===== config.mk =====
export PLATFORM = sky130hd
export DESIGN_NAME = uart_tx_frame_ctrl
export DESIGN_NICKNAME = d
export VERILOG_FILES = /design/src/rtl/uart_tx_pkg.sv /design/src/rtl/uart_tx_serializer.sv /design/src/rtl/uart_tx_frame_ctrl.sv
export SDC_FILE = /design/constraint.sdc
export NUM_CORES = 1
export LEC_CHECK = 0
export ABC_AREA = 1
export CORE_UTILIZATION = 52
export CTS_CLUSTER_DIAMETER = 100
export CTS_CLUSTER_SIZE = 12
export DETAILED_ROUTE_END_ITERATION = 8
export PLACE_DENSITY_LB_ADDON = 0.1
export SYNTH_ARGS = -nofsm -noshare
export SYNTH_HDL_FRONTEND = slang
export SYNTH_SLANG_ARGS = --single-unit

===== constraint.sdc =====
create_clock -name CLK -period 2.2 [get_ports CLK]
set_clock_uncertainty 0.2 [all_clocks]
set_input_delay 0.66 -clock CLK [delete_from_list [all_inputs] [get_ports CLK]]
set_output_delay 0.66 -clock CLK [all_outputs]
set_load 0.02 [all_outputs]

===== src/rtl/uart_tx_pkg.sv =====
// Shared constants for the UART transmit frame sequencer: state encoding,
// line levels, parity selectors and the bit-counter width helper.
package uart_tx_pkg;

  localparam logic [2:0] ST_IDLE   = 3'd0;
  localparam logic [2:0] ST_START  = 3'd1;
  localparam logic [2:0] ST_DATA   = 3'd2;
  localparam logic [2:0] ST_PARITY = 3'd3;
  localparam logic [2:0] ST_STOP   = 3'd4;

  localparam logic START_BIT  = 1'b0;
  localparam logic STOP_BIT   = 1'b1;
  localparam logic IDLE_LEVEL = 1'b1;

  localparam logic PAR_EVEN = 1'b0;
  localparam logic PAR_ODD  = 1'b1;

  localparam int DATA_WIDTH_DEF = 8;

  typedef struct packed {
    logic en;
    logic typ;
  } par_cfg_t;

  function automatic int cnt_width(input int dw);
    return (dw > 1) ? $clog2(dw) : 1;
  endfunction

endpackage


===== src/rtl/uart_tx_serializer.sv =====
// LSB-first shift register plus bit counter; the frame FSM in the top
// decides when to load, shift and advance/clear the counter.
module uart_tx_serializer
  import uart_tx_pkg::*;
#(
  parameter int DATA_WIDTH = DATA_WIDTH_DEF,
  parameter int CW         = cnt_width(DATA_WIDTH)
) (
  input  logic                  CLK,
  input  logic                  RST,
  input  logic                  load_i,
  input  logic [DATA_WIDTH-1:0] data_i,
  input  logic                  shift_i,
  input  logic                  cnt_inc_i,
  input  logic                  cnt_clr_i,
  output logic                  bit_o,
  output logic                  ser_done_o
);

  logic [DATA_WIDTH-1:0] sr_q, sr_d;
  logic [CW-1:0]         cnt_q, cnt_d;

  always_comb begin
    sr_d  = sr_q;
    cnt_d = cnt_q;
    if (load_i)
      sr_d = data_i;
    else if (shift_i)
      sr_d = {1'b0, sr_q[DATA_WIDTH-1:1]};
    if (cnt_clr_i)
      cnt_d = '0;
    else if (cnt_inc_i)
      cnt_d = cnt_q + CW'(1);
  end

  always_ff @(posedge CLK or posedge RST) begin
    if (RST) begin
      sr_q  <= '0;
      cnt_q <= '0;
    end else begin
      sr_q  <= sr_d;
      cnt_q <= cnt_d;
    end
  end

  // sr_q[0] is always the bit that goes on the line at the next DATA edge
  assign bit_o      = sr_q[0];
  assign ser_done_o = (cnt_q == CW'(DATA_WIDTH - 1));

endmodule


===== src/rtl/uart_tx_frame_ctrl.sv =====
// UART transmit frame sequencer: start, data LSB-first, optional parity, stop.
// All outputs are registered and change on the same edge as the state.
module uart_tx_frame_ctrl
  import uart_tx_pkg::*;
#(
  parameter int DATA_WIDTH = DATA_WIDTH_DEF
) (
  input  logic                  CLK,
  input  logic                  RST,
  input  logic [DATA_WIDTH-1:0] P_DATA,
  input  logic                  Data_Valid,
  input  logic                  PAR_EN,
  input  logic                  PAR_TYP,
  output logic                  TX_OUT,
  output logic                  Busy,
  output logic                  frame_done
);

  logic [2:0] state_q, state_d;
  logic       tx_q, tx_d;
  logic       busy_q, busy_d;
  logic       done_q, done_d;
  logic       par_q, par_d;
  par_cfg_t   cfg_q, cfg_d;

  logic load, shift, cnt_inc, cnt_clr;
  logic ser_bit, ser_done;

  uart_tx_serializer #(
    .DATA_WIDTH (DATA_WIDTH)
  ) u_ser (
    .CLK        (CLK),
    .RST        (RST),
    .load_i     (load),
    .data_i     (P_DATA),
    .shift_i    (shift),
    .cnt_inc_i  (cnt_inc),
    .cnt_clr_i  (cnt_clr),
    .bit_o      (ser_bit),
    .ser_done_o (ser_done)
  );

  always_comb begin
    state_d = state_q;
    tx_d    = tx_q;
    busy_d  = busy_q;
    done_d  = 1'b0;
    par_d   = par_q;
    cfg_d   = cfg_q;
    load    = 1'b0;
    shift   = 1'b0;
    cnt_inc = 1'b0;
    cnt_clr = 1'b0;

    case (state_q)
      ST_IDLE, ST_STOP: begin
        if (Data_Valid) begin
          // Parity is frozen here so later P_DATA changes cannot leak in
          load    = 1'b1;
          cfg_d   = '{en: PAR_EN, typ: PAR_TYP};
          par_d   = (PAR_TYP == PAR_ODD) ? ~^P_DATA : ^P_DATA;
          state_d = ST_START;
          tx_d    = START_BIT;
          busy_d  = 1'b1;
        end else begin
          state_d = ST_IDLE;
          tx_d    = IDLE_LEVEL;
          busy_d  = 1'b0;
        end
      end
      ST_START: begin
        state_d = ST_DATA;
        tx_d    = ser_bit;
        shift   = 1'b1;
        cnt_clr = 1'b1;
      end
      ST_DATA: begin
        if (ser_done) begin
          cnt_clr = 1'b1;
          if (cfg_q.en) begin
            state_d = ST_PARITY;
            tx_d    = par_q;
          end else begin
            state_d = ST_STOP;
            tx_d    = STOP_BIT;
            done_d  = 1'b1;
          end
        end else begin
          tx_d    = ser_bit;
          shift   = 1'b1;
          cnt_inc = 1'b1;
        end
      end
      ST_PARITY: begin
        state_d = ST_STOP;
        tx_d    = STOP_BIT;
        done_d  = 1'b1;
      end
      default: begin
        state_d = ST_IDLE;
        tx_d    = IDLE_LEVEL;
        busy_d  = 1'b0;
      end
    endcase
  end

  always_ff @(posedge CLK or posedge RST) begin
    if (RST) begin
      state_q <= ST_IDLE;
      tx_q    <= IDLE_LEVEL;
      busy_q  <= 1'b0;
      done_q  <= 1'b0;
      par_q   <= 1'b0;
      cfg_q   <= '0;
    end else begin
      state_q <= state_d;
      tx_q    <= tx_d;
      busy_q  <= busy_d;
      done_q  <= done_d;
      par_q   <= par_d;
      cfg_q   <= cfg_d;
    end
  end

  assign TX_OUT     = tx_q;
  assign Busy       = busy_q;
  assign frame_done = done_q;

endmodule


==> reports/qor.txt <==
Cell Chain, Critical Path - clkdlybuf4s50_1
Routed vias - 913
WL met2 - 969 um
Main synth FF type - dfrtp_1
Share of post-route cells with drive strength above 1 - 10.8%
Cells after synthesis - 139
Reg2Reg Depth - 8
Post-synth EDFFs - 0
Leak pwr - 0.000683 uW
Top Layer Used - met4
First-pass GRT wire length - 3.08 mm
Sequential share of the synthesized area - 44.0%
Vias in the first global route - 760
Post-detailed-route DRC marker count - 0
Buffers and inverters on the worst path - 1
Dpl hpwl - 1.51 mm
Num rows - 16
Final setup violation count - 0
Drt first-iter violations - 8
Slew of the pin with the lowest slew margin - 0.358 ns
Die width - 47.6 um
YS warnings - 0
CTS hold repair buffers - 0
Post-CTS setup buffers - 0
Internal Power - 889 uW
Worst rel slew slack - 76.0%
I/O pins - 16
Status - finished, final reports clean
Met3 routed WL - 57 um
GRT Overall Usage - 19.7%
Core Region - 1960 um^2
Slew Viols, Final - 0
Worst-Skew Late Latency - 0.29 ns
Most frequent cell after synthesis - nand2_1
Crit Path Category - flop to primary output
CTS resizes - 1
HP Class - flop to flop
Reg clk slew, reported paths - 0.10 ns
Final min period - 2.10 ns
Yosys reg bits - 19
Drt pass-1 iters - 4
Core Util, Final - 65.4%
Final WL - 1.89 mm
Pwr Density - 1200 nW/um^2
Max Cap Viol - 0
Synth area leaders - dfrtp_1 42%, nand2_1 19%, inv_1 6.6%
Synth Cell Area - 1080 um^2
Per-cell routed wire length - 10.2 um
Critical path capture point type - primary output
Vias per cell - 4.94
Die Ht - 47.6 um
# clock sinks - 19
I/O Buffers - 15
Routed Antenna Nets - 0
Maximum root-to-sink buffer count - 2
Total CTS buffers - 3
Initial antenna violation count - 0
Synth Net Count - 155
Fillers - 186
Largest net degree at the start of global routing - 15
WP depth - 1
Root buffer cell - clkbuf_4
Gate power share - 48.7%
Initial core utilization - 55.2%
Grt ovf - 0
H-Tree Level Count - 1
Total Die Area - 2270 um^2
Hold depth - 2
CTS tree - done
Synthesized area per cell - 7.80 um^2
Switching Fraction - 42.4%
Ys async rst share - 100%
Peak supply drop - 0.000522 V
Unrepaired setup endpoints after global routing - false
Tcrit/Tclk final - 95.4%
Synth top cells by count - 56 x nand2_1, 19 x inv_1, 18 x dfrtp_1
Ant diodes - 0
Hold Fails Final Rpt - 0
Wl on met1 - 841 um
Fin Setup TNS - 0 ns
Required time of the worst setup path - 1.34 ns
Post-synth top area cell - dfrtp_1
Share of the synthesized area in the top cell type - 41.6%
CP Max Fanout - 2
Critical Path AT - 1.24 ns
Max stage delay on crit path - 0.60 ns
Flop pwr share - 40.1%
Crit-path slowest cell - clkdlybuf4s50_1
Clk pwr share - 11.1%
GPL Wtd Cong - 0.743
Crit start category - flop
Nets - 175
Fmax - 476 MHz
Area grow syn2layout - 18.4%
Synth cell types - 22
Switching power - 656 uW
Top Family by Delay on Critical Path - buffers and inverters
-- cells by family after synthesis --
logic type | share of synthesized area (%)
buffers and inverters | 9.58
adders and majority gates | 3.46
AOI/OAI and AO/OA | 8.66
and+or+nand+nor | 32.7
xor gates and xnor gates | 1.62
DFF | 44.0
-- tightest hold or removal path, stage by stage, from the launching register on --
cell	delay, ns
dfrtp_1	0.36
nand2_1	0.06
nand2_1	0.05
-- state kept, by name, summed over array words and instances (netlist names) --
name         cells
u_ser.sr_q       8
state_q          3
u_ser.cnt_q      3
Busy             1
TX_OUT           1
cfg_q            1
frame_done       1
par_q            1
-- per-stage QoR --
step                worst slack [ns]  hold slack [ns]  total power (uW)  instances  area [um^2]
floorplan                      0.612            0.242              1260        139         1080
global placement              0.0944            0.259              1370        181         1260
detailed placement            0.0614            0.269              1400        181         1260
CTS                           0.0827            0.294              1560        185         1280
global route                  0.0289            0.344              1700        185         1280
finish                         0.100            0.292              1540        185         1280
-- placed cells by master (no fill, tap or decap) --
| cell type | instances |
|---|---|
| xor2_1 | 2 |
| buf_4 | 2 |
| nor3_4 | 1 |
| dfstp_2 | 1 |
| dlygate4sd2_1 | 1 |
| nand3b_1 | 1 |
| ha_1 | 3 |
| nor2_2 | 3 |
| nand2_4 | 1 |
| nand2_1 | 56 |
| a21oi_1 | 1 |
| clkbuf_4 | 3 |
| nor2_1 | 8 |
| nand3_1 | 6 |
| clkdlybuf4s50_1 | 14 |
| o21ai_0 | 5 |
| clkbuf_1 | 1 |
| a31oi_2 | 3 |
| inv_2 | 2 |
| o211ai_1 | 1 |
| nor4_1 | 2 |
| inv_1 | 19 |
| a31oi_1 | 3 |
| dfrtp_1 | 18 |
| nand3_4 | 1 |
-- routing by layer --
metal	global-route usage [%]	vias up
met5	0	-
met4	10.0	0
met3	2.26	2
met2	37.0	18
met1	21.6	421
li1	-	472
-- final timing paths --
| check | slack, ns | from | to |
|---|---|---|---|
| max in group asynchronous | 0.95 | RST | u_ser.cnt_q[1]$_DFFE_PP0P_ |
| min in group asynchronous | 0.39 | RST | frame_done$_DFF_PP0_ |
| max reg2reg | 0.50 | u_ser.cnt_q[0]$_DFFE_PP0P_ | u_ser.sr_q[7]$_DFFE_PP0P_ |
| max | 0.10 | Busy$_DFFE_PP0N_ | Busy |
| min | 0.29 | u_ser.sr_q[7]$_DFFE_PP0P_ | u_ser.sr_q[7]$_DFFE_PP0P_ |
| min reg2reg | 0.29 | u_ser.sr_q[7]$_DFFE_PP0P_ | u_ser.sr_q[7]$_DFFE_PP0P_ |
-- final cells by class --
| class | instances | area, um^2 | area share, % |
|---|---|---|---|
| inverter | 21 | 78.8 | 6.15 |
| clock buffer | 4 | 26.3 | 2.05 |
| timing repair buffer | 17 | 164 | 12.8 |
| multi-input combinational | 97 | 503 | 39.2 |
| tap | 27 | 33.8 | 2.63 |
| sequential | 19 | 477 | 37.2 |
-- power groups by stage --
stage                     combinational, uW  clock [uW]  sequential (uW)
after global placement                  742           0              624
after CTS                               765         179              621
after detailed placement                770           0              628
after floorplan                         618           0              637
after global routing                    863         197              644
final                                   753         172              620
(Power assumes the default switching activity.)
